--- src/rtl/id_pkg.sv ---
// Shared definitions for the identifier character path: transmitter FSM
// encoding, ASCII class bounds used by the recognizer, default terminator.
package id_pkg;

  typedef enum logic [1:0] {
    IDLE = 2'b00,
    SEND = 2'b01,
    TAIL = 2'b10,
    FIN  = 2'b11
  } state_t;

  // ASCII class bounds (inclusive) shared with the recognizer side
  localparam logic [7:0] DIGIT_LO = 8'd48;
  localparam logic [7:0] DIGIT_HI = 8'd57;
  localparam logic [7:0] UPPER_LO = 8'd65;
  localparam logic [7:0] UPPER_HI = 8'd90;
  localparam logic [7:0] LOWER_LO = 8'd97;
  localparam logic [7:0] LOWER_HI = 8'd122;

  // Character appended after every transmitted string (space)
  localparam logic [7:0] DEFAULT_TERM = 8'h20;

endpackage

--- src/rtl/id_char_tx_if.sv ---
// Character stream between the transmitter (master) and a sink (slave).
// Handshake: a beat transfers on a rising clk edge where char_valid and
// char_ready are both 1. Once char_valid is raised, char_out and char_valid
// stay unchanged until that transfer happens; char_ready may change freely.
interface id_char_tx_if;
  logic [7:0] char_out;
  logic       char_valid;
  logic       char_ready;

  modport master (output char_out, output char_valid, input char_ready);
  modport slave  (input char_out, input char_valid, output char_ready);
endinterface

--- src/rtl/id_char_buf.sv ---
// DEPTH x 8 character store: synchronous write, combinational read.
// Contents are intentionally not reset; len in the parent says what is valid.
module id_char_buf #(
  parameter int DEPTH = 16,
  parameter int AW    = $clog2(DEPTH)
) (
  input  logic          clk,
  input  logic          we,
  input  logic [AW-1:0] waddr,
  input  logic [7:0]    wdata,
  input  logic [AW-1:0] raddr,
  output logic [7:0]    rdata
);

  logic [7:0] mem [DEPTH];

  // Write port: one character per cycle when enabled
  always_ff @(posedge clk) begin
    if (we) begin
      mem[waddr] <= wdata;
    end
  end

  assign rdata = mem[raddr];

endmodule

--- src/rtl/id_char_tx.sv ---
// Character-stream transmitter: host loads a string while idle, pulses start,
// and the block emits each character under valid/ready followed by TERM,
// then pulses done for one cycle. Buffer and len survive transmission so a
// second start resends the same string.
module id_char_tx
  import id_pkg::*;
#(
  parameter int         DEPTH = 16,
  parameter logic [7:0] TERM  = DEFAULT_TERM,
  parameter int         LW    = 5
) (
  input  logic              clk,
  input  logic              rst_n,
  input  logic              wr_en,
  input  logic [7:0]        wr_char,
  input  logic              clear,
  input  logic              start,
  id_char_tx_if.master      stream,
  output logic              busy,
  output logic              done,
  output logic [LW-1:0]     len,
  output logic              overflow,
  output state_t            state_dbg
);

  localparam int AW = $clog2(DEPTH);
  localparam logic [LW-1:0] LEN_FULL = LW'(DEPTH);
  localparam logic [LW-1:0] ONE      = LW'(1);

  state_t        state_q, state_d;
  logic [LW-1:0] idx_q, idx_d;
  logic [LW-1:0] len_q, len_d;
  logic          ovf_q, ovf_d;
  logic          buf_we;
  logic [7:0]    rd_char;

  id_char_buf #(.DEPTH(DEPTH), .AW(AW)) u_buf (
    .clk   (clk),
    .we    (buf_we),
    .waddr (len_q[AW-1:0]),
    .wdata (wr_char),
    .raddr (idx_q[AW-1:0]),
    .rdata (rd_char)
  );

  // State and counter registers
  always_ff @(posedge clk or negedge rst_n) begin
    if (!rst_n) begin
      state_q <= IDLE;
      idx_q   <= '0;
      len_q   <= '0;
      ovf_q   <= 1'b0;
    end else begin
      state_q <= state_d;
      idx_q   <= idx_d;
      len_q   <= len_d;
      ovf_q   <= ovf_d;
    end
  end

  // Next-state: host commands only matter in IDLE (clear > start > wr_en);
  // while streaming, len and overflow are frozen and only char_ready advances
  always_comb begin
    state_d = state_q;
    idx_d   = idx_q;
    len_d   = len_q;
    ovf_d   = ovf_q;
    buf_we  = 1'b0;
    case (state_q)
      IDLE: begin
        if (clear) begin
          len_d = '0;
          ovf_d = 1'b0;
        end else if (start) begin
          idx_d   = '0;
          state_d = (len_q != '0) ? SEND : TAIL;
        end else if (wr_en) begin
          if (len_q < LEN_FULL) begin
            buf_we = 1'b1;
            len_d  = len_q + ONE;
          end else begin
            ovf_d = 1'b1;
          end
        end
      end
      SEND: begin
        // len > 0 is guaranteed here, so len-1 cannot wrap
        if (stream.char_ready) begin
          if (idx_q == len_q - ONE) begin
            state_d = TAIL;
          end else begin
            idx_d = idx_q + ONE;
          end
        end
      end
      TAIL: begin
        if (stream.char_ready) begin
          state_d = FIN;
        end
      end
      FIN: begin
        state_d = IDLE;
      end
      default: begin
        state_d = IDLE;
      end
    endcase
  end

  // Outputs decoded from registered state only (no path from char_ready)
  always_comb begin
    stream.char_out   = 8'h00;
    stream.char_valid = 1'b0;
    done              = 1'b0;
    case (state_q)
      SEND: begin
        stream.char_valid = 1'b1;
        stream.char_out   = rd_char;
      end
      TAIL: begin
        stream.char_valid = 1'b1;
        stream.char_out   = TERM;
      end
      FIN: begin
        done = 1'b1;
      end
      default: begin
        done = 1'b0;
      end
    endcase
  end

  assign busy      = (state_q != IDLE);
  assign len       = len_q;
  assign overflow  = ovf_q;
  assign state_dbg = state_q;

endmodule

--- src/flat_wrapper.sv ---
// flat-port wrapper written by rule: the top's interface ports become plain ports
module id_char_tx_flat import id_pkg::*;
#(
  parameter int         DEPTH = 16,
  parameter logic [7:0] TERM  = DEFAULT_TERM,
  parameter int         LW    = 5
)
  (clk, rst_n, wr_en, wr_char, clear, start, busy, done, len, overflow, state_dbg, stream_char_out, stream_char_valid, stream_char_ready);
  id_char_tx_if stream_i ();
  input  logic clk;
  input  logic rst_n;
  input  logic wr_en;
  input  logic [7:0] wr_char;
  input  logic clear;
  input  logic start;
  output logic busy;
  output logic done;
  output logic [LW-1:0] len;
  output logic overflow;
  output state_t state_dbg;
  output wire logic [$bits(stream_i.char_out)-1:0] stream_char_out;
  output wire logic [$bits(stream_i.char_valid)-1:0] stream_char_valid;
  input wire logic [$bits(stream_i.char_ready)-1:0] stream_char_ready;
  assign stream_char_out = stream_i.char_out;
  assign stream_char_valid = stream_i.char_valid;
  assign stream_i.char_ready = stream_char_ready;
  id_char_tx #(.DEPTH(DEPTH), .TERM(TERM), .LW(LW)) u_core (.clk(clk), .rst_n(rst_n), .wr_en(wr_en), .wr_char(wr_char), .clear(clear), .start(start), .stream(stream_i), .busy(busy), .done(done), .len(len), .overflow(overflow), .state_dbg(state_dbg));
endmodule
--- config.mk ---
export PLATFORM = sky130hd
export DESIGN_NAME = id_char_tx_flat
export DESIGN_NICKNAME = d
export VERILOG_FILES = /design/src/rtl/id_pkg.sv /design/src/rtl/id_char_tx_if.sv /design/src/rtl/id_char_buf.sv /design/src/rtl/id_char_tx.sv /design/src/flat_wrapper.sv
export SDC_FILE = /design/constraint.sdc
export NUM_CORES = 1
export LEC_CHECK = 0
export CORE_ASPECT_RATIO = 0.75
export CORE_MARGIN = 2
export CORE_UTILIZATION = 40
export CTS_BUF_LIST = sky130_fd_sc_hd__clkbuf_4 sky130_fd_sc_hd__clkbuf_8
export CTS_CLUSTER_DIAMETER = 60
export CTS_CLUSTER_SIZE = 40
export DETAILED_ROUTE_END_ITERATION = 16
export PLACE_DENSITY = 0.64
export SETUP_SLACK_MARGIN = 0.4
export SLEW_MARGIN = 20
export SYNTH_ARGS = -nofsm -noshare
export SYNTH_HDL_FRONTEND = slang
export SYNTH_SLANG_ARGS = --single-unit
--- constraint.sdc ---
create_clock -name clk -period 4.6 [get_ports clk]
set_input_delay 0.92 -clock clk [delete_from_list [all_inputs] [get_ports clk]]
set_output_delay 0.92 -clock clk [all_outputs]
set_load 0.01 [all_outputs]
After elaboration in Yosys (flattened, before gate mapping)
Memory sizes are Yosys's and may differ from the RTL's.
Index checks and enable logic that the tools add are counted.
W data, S select, Z words.
- add/subtract/negate cells: 3
- $lt $le $gt $ge: 1
- equality and inequality tests: 12
- muxes and demuxes: 30
- reduce and logical (&&, ||, !) cells: 11
- operators with widths (operator ; count):
    $mux W5 ; 8
    $pmux W8 S2 ; 1
    $ne A2 B2 Y1 const B ; 7
    $mux W1 ; 13
    $mux W2 ; 6
    $add A5 B1 Y5 const B ; 2
    $pmux W5 S2 ; 1
    $reduce_and A5 Y1 ; 2
    $pmux W2 S4 ; 1
    $reduce_and A4 Y1 ; 2
    $reduce_bool A2 Y1 ; 4
    $eq A5 B5 Y1 ; 1
    $lt A5 B5 Y1 const B ; 1
    $reduce_bool A5 Y1 ; 1
    $sub A5 B1 Y5 const B ; 1
    $eq A2 B2 Y1 const B ; 2
    $eq A2 B1 Y1 const B ; 1
    $logic_not A2 Y1 ; 1
    $ne A2 B1 Y1 const B ; 1
    $reduce_or A2 Y1 ; 1
- bits in registers: 13
- RAM bits: 128
- input port bits: 14
- output and inout bits: 19
- memories kept: 1
- memories (memory ; depth ; bits a word ; rd ports ; clocked after memory_dff ; wr ports ; RTL line ; RTL):
    u_core.u_buf.mem ; 16 ; 8 ; 1 ; 0 ; 1 ; id_char_buf.sv:15 ; logic [7:0] mem [DEPTH];

Longest topological paths before layout
- depth in word-level cells: 8
- mapped depth: 8
- gate-level depth less buffers: 7

By module
From an unflattened synthesis, not the netlist that was laid out.
- cells, all modules: 333
- area total of the unflattened synthesis: 5983.2 sq um
- modules (own cells, without submodules) (module ; instances ; cells each ; area each (sq um)):
    id_char_buf ; 1 ; 221 ; 4987.3
    id_char_tx ; 1 ; 112 ; 996.0

Least setup slack after synthesis
Ideal clock, no wire load.
- path kind: register to output
- start point: reg u_core.idx_q[2]
- end point: out stream_char_out[1]
- data arrival time: 1937 ps
- required time: 3680 ps
- path slack: 1743 ps
- cell stages (with the launch flop): 6
- path through: dfrtp_1 clkbuf_1 clkbuf_1 mux4_2 mux4_2 and3_1
- longest elaborated chain between the ends: 2
- ends and longest elaborated chain (what ; RTL line ; RTL):
    start: declaration ; id_char_tx.sv:31 ; logic [LW-1:0] idx_q, idx_d;
    start signal: assignment ; id_char_tx.sv:55 ; idx_q <= idx_d;
    $mem_v2 Z16 W8 ; n/a ;
    $pmux W8 S2 ; id_char_tx.sv:115 ; case (state_q)
    end: declaration ; flat_wrapper.sv:21 ; output wire logic [$bits(stream_i.char_out)-1:0] stream_char_out;
Every way passes these cells.

Worst setup path in the final report
- start point: reg u_core.idx_q[0]
- end point: out stream_char_out[7]
Same word-level chain as after synthesis.

==> metrics.yaml <==
route:
  drt-vias-per-instance: 5.353
  drcViolationCount: 0
  wirelength_um: 12650
  drt-initial-drc-count: 307
  wire_per_inst_um: 21.77
  num_vias: 3110
  drtPass1Iterations: 4
  ant_nets: 0
setup_path:
  crit_slowest_cell: "dfrtp_2"
  r2r-end: "u_core.u_buf.mem[11][0]"
  cp_data_arrival_time_ns: 3.10
  critPathKind: "flip-flop to primary output"
  critPathBufInv: 2
  cp_max_fo: 19
  crit_cells: 5
  r2r_slack_ns: 1.46
  critPathLaunch: "u_core.idx_q[0]"
  cp-end-kind: "primary output"
  cp.required_ns: 3.68
  max_stage_delay_ns: 0.70
  r2r_cells: 7
  cp_cell_sequence: "buf_12 -> mux4_1 -> mux4_2 -> and3_1 -> clkdlybuf4s50_1"
  crit_path_end: "stream_char_out[7]"
  r2r_start: "u_core.state_dbg[0]"
  startpoint_type: "flip-flop"
  crit_family: "multiplexers"
yosys:
  ys_async_sr_fraction: 0.09220
  yosysWarningCount: 0
  avgSynthCellArea_um2: 18.95
  synth_ff_type: "edfxtp_1"
  ys_top_cells_by_area: "edfxtp_1 (65%), mux4_2 (13%), dfrtp_1 (5.5%), mux4_1 (2.7%), ha_1 (1.9%)"
  synthCells: 312
  synth_edf_count: 128
  yosysTopAreaCell: "edfxtp_1"
  synth_seq_cells: 141
  synth_top_area_frac: 0.6500
  synth.top_cells.by_count: "edfxtp_1 (128), mux4_2 (34), nand2_1 (17)"
  yosysUniqueCellTypes: 37
  yosysMostFrequentCell: "edfxtp_1"
  synth_nets: 335
  syn_area_mm2: 0.005913
  synth-seq-area-share: 0.7050
clock_network:
  clock_path_buffers: 2
  htreeDepth: 4
  cts_tree: "yes"
  cts_resized: 0
  insertion_delay_ns: 0.43
  cts_hold_buffers: 0
  clock_sinks: 141
  path_clk_slew_ns: 0.08
  cts_buffers: 17
  postCtsSetupBuffers: 0
  cts_root_buf: "clkbuf_8"
flow_run:
  max-cap-violations: 0
floorplan:
  die_h_um: 109.3
  core-area_mm2: 0.01445
  rows: 38
  dieWidth_um: 144.4
  design.die.area_mm2: 0.01578
  start_util: 0.4091
  ios: 33
power_and_ir_drop:
  p_seq_frac: 0.423
  p_sw_mw: 1.072
  pwr_density_cell_mw_per_mm2: 531.5
  sw_frac_of_total: 0.2873
  ir_drop_mv: 0.1898
  clkPwrFrac: 0.291
  p_comb_frac: 0.287
  p_int_mw: 2.658
  leakagePower_nw: 2.351
min_path:
  hold-path-cell-count: 2
  min-delay-start: "u_core.overflow"
  min_path_type: "flip-flop to flip-flop"
timing:
  clock.fmax_mhz: 248.8
  setup_viol: 0
  finalHoldViolations: 0
  hold-worst-slack_ns: 0.5732
  skew_ns: 0.01687
  final.setup.tns_ns: 0
  rsz0062_at_grt: "no"
  period_share: 0.8738
  fin_crit_ns: 4.019
  tightest_slew_ns: 0.9609
  slew_headroom: 0.3535
  slew_viol_final: 0
grt:
  grt_antenna_before_repair: 0
  grt_pass1_wl_um: 18890
  gr-total-overflow: 0
  track_usage: 0.1744
  grt_max_degree: 21
  grt_pass1_vias: 3062
placement:
  hpwl_um: 8039
  place_area_mm2: 0.006574
  gp_congestion: 0.7360
  numPortBuffers: 32
final_layout:
  syn_to_final_growth_pct: 18.68
  drive_gt1_frac: 0.2362
  nNetsFinal: 391
  diodes: 0
  final_cell_area_mm2: 0.007018
status:
  status: "finished clean"
==> sequential cells by signal, indices dropped and copies added (netlist names) <==
signal,count
u_core.idx_q,5
u_core.len,5
u_core.overflow,1
u_core.state_dbg,2
u_core.u_buf.mem,128
==> power groups by stage <==
stage,sequential [mW],combinational (mW),clock [mW]
2_1_floorplan,1.52,0.791,0
3_3_place_gp,1.60,1.06,0
3_5_place_dp,1.61,1.08,0
4_1_cts,1.58,1.08,1.10
5_1_grt,1.59,1.16,1.15
6_report,1.58,1.07,1.08
==> layout make-up <==
class,instances,area (µm²)
clock inverter,10,160.2
timing repair buffer,53,503.0
sequential,141,4170
tap,200,250.2
fill,1232,7436
inverter,10,37.54
multi-input combinational,145,1613
clock buffer,22,284.0
==> cells by family after synthesis <==
family,count (synthesis),synth area share
DFF,141,0.7050
and+or+nand+nor,59,0.04845
buffers and inverters,26,0.02222
adders and majority gates,9,0.01904
AOI/OAI and AO/OA,23,0.02730
xor gates and xnor gates,10,0.01481
muxes,44,0.1631
==> per-stage QoR <==
step / power [mW] / std cells / setup slack, ns / util
finish: 3.730 / 581 / 0.5806 / 0.4855
global route: 3.896 / 581 / 0.4182 / 0.4855
CTS: 3.759 / 581 / 0.5088 / 0.4855
detailed placement: 2.682 / 549 / 0.9841 / 0.4548
global placement: 2.665 / 549 / 1.030 / 0.4548
floorplan: 2.315 / 312 / 1.743 / -
==> per-layer routing <==
layer	vias to the layer above	track usage	part of all wire
met5	-	0	0
met4	0	0.04854	0.0065
met3	7	0.04181	0.071
met2	102	0.2566	0.46
met1	1629	0.2621	0.46
li1	1372	-	-
==> worst min-delay path, cell delays in order (launching register included) <==
cell,delay (ns)
dfrtp_1,0.37
a41oi_1,0.06
a21oi_1,0.11
==> cells in the final DEF, fill, tap and decap left out, types with 3 or more instances in the layout <==
| cell | count |
|---|---|
| a21oi_1 | 5 |
| and3_1 | 7 |
| buf_4 | 19 |
| bufinv_16 | 4 |
| clkbuf_4 | 3 |
| clkbuf_8 | 19 |
| clkdlybuf4s50_1 | 32 |
| dfrtp_1 | 12 |
| edfxtp_1 | 128 |
| ha_1 | 9 |
| inv_1 | 10 |
| mux2i_1 | 3 |
| mux4_1 | 6 |
| mux4_2 | 34 |
| nand2_1 | 17 |
| nand2b_1 | 3 |
| nand3b_1 | 3 |
| nand4_1 | 3 |
| nor2_1 | 15 |
| nor3_1 | 5 |
| o21ai_0 | 5 |
| xnor2_1 | 5 |
| xor2_1 | 5 |
==> worst min-delay path by stage <==
stage	endpoint	slack [ns]
2_1_floorplan	u_core.idx_q[4]	0.52
3_5_place_dp	u_core.overflow	0.55
6_report	u_core.overflow	0.57
3_3_place_gp	u_core.overflow	0.53
5_1_grt	u_core.overflow	0.62
4_1_cts	u_core.overflow	0.56
(Power assumes the default switching activity.)
==> RTL change 1, RTL diff (config.mk and constraints unchanged) <==
`LW` is set to 5 in 2 places; all go to 10.
--- a/src/rtl/id_char_tx.sv
+++ b/src/rtl/id_char_tx.sv
@@ -7,7 +7,7 @@
 #(
   parameter int         DEPTH = 16,
   parameter logic [7:0] TERM  = DEFAULT_TERM,
-  parameter int         LW    = 5
+  parameter int         LW    = 10
 ) (
   input  logic              clk,
   input  logic              rst_n,
--- a/src/flat_wrapper.sv
+++ b/src/flat_wrapper.sv
@@ -3,7 +3,7 @@
 #(
   parameter int         DEPTH = 16,
   parameter logic [7:0] TERM  = DEFAULT_TERM,
-  parameter int         LW    = 5
+  parameter int         LW    = 10
 )
   (clk, rst_n, wr_en, wr_char, clear, start, busy, done, len, overflow, state_dbg, stream_char_out, stream_char_valid, stream_char_ready);
   id_char_tx_if stream_i ();
Ports: changed (resized len); port bits go from 33 to 38. No check against the original RTL was run, so the function may have changed too.
==> RTL change 1 against the unedited design <==
Worst setup slack better by 6.4 ps; largest power group unchanged; area after synthesis is 11% higher; final area is 7.9% higher; synthesized cell count is 24% higher; sequential cell count is 10 higher; routed wire length is 13% higher; global-route usage is 0.21 points lower; clock skew is 4.5 ps lower; power is 2.0% lower; sequential share of layout area is 1.1 points lower; largest cell class unchanged.
==> RTL change 1: results (changes against the unedited design) <==
- Status: completed
- Synth Area in Compound Gates: 0.0340 (+0.00673)
- Detailed-route via count: 3,656 (+18%)
- Critical path fanouts, max: 27 (+8)
- Worst R2R Path Depth: 6 (-1)
- First-pass detailed-route iteration total: 5 (+1)
- I/O Buffers: 37 (+16%)
- Met2 GRT Util: 0.256 (-0.00105)
- Final Net Count: 453 (+16%)
- Register area share after synthesis: 0.671 (-0.0337)
- First-pass GRT wire length: 21,900 um (+16%)
- Placed instance count: 621 (+13%)
- Share of cells above drive strength 1: 0.190 (-0.0462)
- DRT iter0 DRCs: 396 (+29%)
- Dpl ws: 1040 ps (+56.1 ps)
- Reg2reg start: u_core.len[5]
- FMAX: 0.249 GHz (+0.16%)
- TritonCTS Buffers: 17 (unchanged)
- Via density: 5.61 (+4.8%)
- Syn Inst Count: 388 (+24%)
- Critical path endpoint: stream_char_out[3]
- CP arrival: 3090 ps (about the same)
- M3 GR Usage: 0.0471 (+0.00530)
- Worst reg-to-reg setup slack: 1360 ps (-100 ps)
- Vias in the first global route: 3,637 (+19%)
- Synth top area cells: edfxtp_1 58%, mux4_2 14%, dfrtp_1 8.7%, ha_1 1.7%, and2_1 1.5%
- Total GRT Usage: 0.172 (-0.00210)
- Netlist cell types: 44 (+19%)
- RD Place Congestion: 0.816 (+11%)
- MaxCap Viol Count: 0 (unchanged)
- Synth Area in XOR/XNOR: 0.0207 (+0.00591)
- Adder-cell area share of the yosys netlist: 0.0171 (-0.00194)
- Clk_skew: 12.4 ps (-4.49 ps)
- Syn_nets: 411 (+23%)
- Area after DPL: 0.00720 mm2 (+9.5%)
- Drt wl/cell: 22.0 um (+0.84%)
- Grt met1 use: 0.243 (-0.0187)
- Largest net degree at the start of global routing: 39 (+86%)
- Async SR Flop Fraction: 0.152 (+0.0601)
- HPWL after DPL: 8830 um (+9.9%)
- Synth cell count leaders: 128 x edfxtp_1, 40 x mux4_2, 23 x dfrtp_1
- Clock Latency Late Sink: 450 ps (+20 ps)
- Tightest Hold Check Type: input pin to async pin
- R2R Path End: u_core.u_buf.mem[10][5]
- Max IR drop VDD: 233 uV (+23%)
- Leak: 2.52 nW (+7.2%)
[RTL change 1: power by group]
group	total [mW]	switching [mW]	internal [mW]
sequential	1.60	0.0776	1.52
clock	0.978	0.488	0.490
combinational	1.08	0.524	0.554
[RTL change 1: metal layers]
layer | part of all wire | routed length, um
met3 | 0.053 | 760
met2 | 0.46 | 6600
met4 | 0.015 | 218
met1 | 0.47 | 6730
met5 | 0 | 0
[RTL change 1: cell type report]
cell class | count | area [um2]
Clock buffer | 19 | 249
Timing Repair Buffer | 42 | 428
Fill cell | 1340 | 8490
Multi-Input combinational cell | 209 | 2050
Tap cell | 210 | 263
Clock inverter | 12 | 130
Sequential cell | 151 | 4420
Inverter | 9 | 33.8
[RTL change 1: critical path: cells and delay by family (launching register included)]
| family | cells | cell delay, ps |
|---|---|---|
| buffers and inverters | 2 | 770 |
| AND/OR/NAND/NOR | 1 | 210 |
| multiplexers | 2 | 1020 |
| flip-flops | 1 | 610 |
==> RTL change 2, RTL diff (config.mk and constraints unchanged) <==
Made on the original files. Register the output `state_dbg` once more; this adds one clock of latency there. The other outputs are not delayed to match.
--- a/src/rtl/id_char_tx.sv
+++ b/src/rtl/id_char_tx.sv
@@ -133,7 +133,9 @@
   assign busy      = (state_q != IDLE);
   assign len       = len_q;
   assign overflow  = ovf_q;
-  assign state_dbg = state_q;
+  always_ff @(posedge clk) begin
+    state_dbg <= state_q;
+  end
 
 endmodule
 
Behaviour: not the same (a bounded check fails within 4 cycles, from zero or initial values and one cycle with rst_n low).
==> RTL change 2 against the unedited design <==
Synthesized cell count is 0.64% lower; sequential share of layout area rose by 1.2 points; routed wire length down 0.74%; count of clock-buffer cells in the layout fell by 1; power down 7.6%; final area is 1.1% lower; register-to-register slack gained 330 ps; sequential cell count is 2 higher; area after synthesis grew 0.34%; worst setup slack improved by 160 ps.
==> RTL change 2: results (changes against the unedited design) <==
- Status: completed
- Final Net Count: 390 (-0.26%)
- Via density: 5.42 (+1.3%)
- R2R Path End: u_core.u_buf.mem[12][0]
- Area after DPL: 0.00658 mm2 (+0.11%)
- Register area share after synthesis: 0.709 (+0.00437)
- Worst reg-to-reg setup slack: 1790 ps (+330 ps)
- Syn Inst Count: 310 (-0.64%)
- Leak: 2.31 nW (-1.7%)
- Vias in the first global route: 3,078 (+0.52%)
- Syn_nets: 333 (-0.60%)
- Worst Hold End: u_core.state_dbg[1]
- DRT Wirelength: 12,600 um (-0.74%)
- Max IR drop VDD: 197 uV (+3.7%)
- Largest net degree at the start of global routing: 40 (+90%)
- Critical path fanouts, max: 28 (+9)
- HPWL after DPL: 7970 um (-0.81%)
- Total GRT Usage: 0.169 (-0.00494)
- Min-Delay Path Depth: 0 (-2)
- Placed instance count: 548 (-0.18%)
- RD Place Congestion: 0.767 (+4.2%)
- Synth Area in XOR/XNOR: 0.0148 (-0.0000500)
- CP arrival: 2940 ps (-160 ps)
- Mux contribution to synthesized area: 0.159 (-0.00435)
- DRT iter0 DRCs: 299 (-2.6%)
- Synth Area in Compound Gates: 0.0283 (+0.000962)
- FILL cells: 1,209 (-1.9%)
- Clk_skew: 9.78 ps (-7.09 ps)
- Delay-heaviest family, CP: buffers and inverters
- First-pass GRT wire length: 18,600 um (-1.5%)
- First-pass detailed-route iteration total: 5 (+1)
- Worst Tran Pin Value: 820 ps (-141 ps)
- Worst R2R Path Depth: 8 (+1)
- Reg2reg start: u_core.state_q[1]
- Slowest CP cell: clkdlybuf4s50_1
- Adder-cell area share of the yosys netlist: 0.0190 (-0.0000643)
## RTL change 2: how the worst max path moves through the flow
stage,end,from,depth (start not counted)
2_1_floorplan,stream_char_out[0],u_core.idx_q[0],5
3_3_place_gp,stream_char_out[2],u_core.idx_q[2],5
3_5_place_dp,stream_char_out[7],u_core.idx_q[2],5
4_1_cts,stream_char_out[7],u_core.idx_q[2],5
5_1_grt,stream_char_out[2],u_core.idx_q[2],5
6_report,stream_char_out[2],u_core.idx_q[2],5
## RTL change 2: cell families (layout without fill, tap and decap cells)
group	Yosys count	after routing
AOI/OAI and AO/OA	23	23
xor gates and xnor gates	10	10
adders and majority gates	9	9
buffers and inverters	24	92
DFF	143	143
muxes	44	44
and+or+nand+nor	57	57
## RTL change 2: area by class of cell
cell class	count	area (um2)	share of cell area
inverter	9	33.8	0.00487
timing repair buffer	53	490	0.0707
sequential	143	4210	0.607
multi-input combinational	143	1600	0.230
clock buffer	21	264	0.0380
clock inverter	9	95.1	0.0137
tap	200	250	0.0361
## RTL change 2: metal layers
metal	wire [um]	GRT usage
met2	5760	0.253
met5	0	0
met1	5780	0.240
met4	158	0.0513
met3	852	0.0540
## RTL change 2: where the power goes
group	internal, mW	switching [mW]
Combinational	0.508	0.472
Clock	0.491	0.433
Sequential	1.46	0.0813
## RTL change 2: metrics by stage
step | setup WS [ps] | hold slack (ps)
global route | 634 | 463
detailed placement | 1210 | 419
global placement | 1250 | 414
CTS | 718 | 439
finish | 742 | 442
floorplan | 1820 | 395
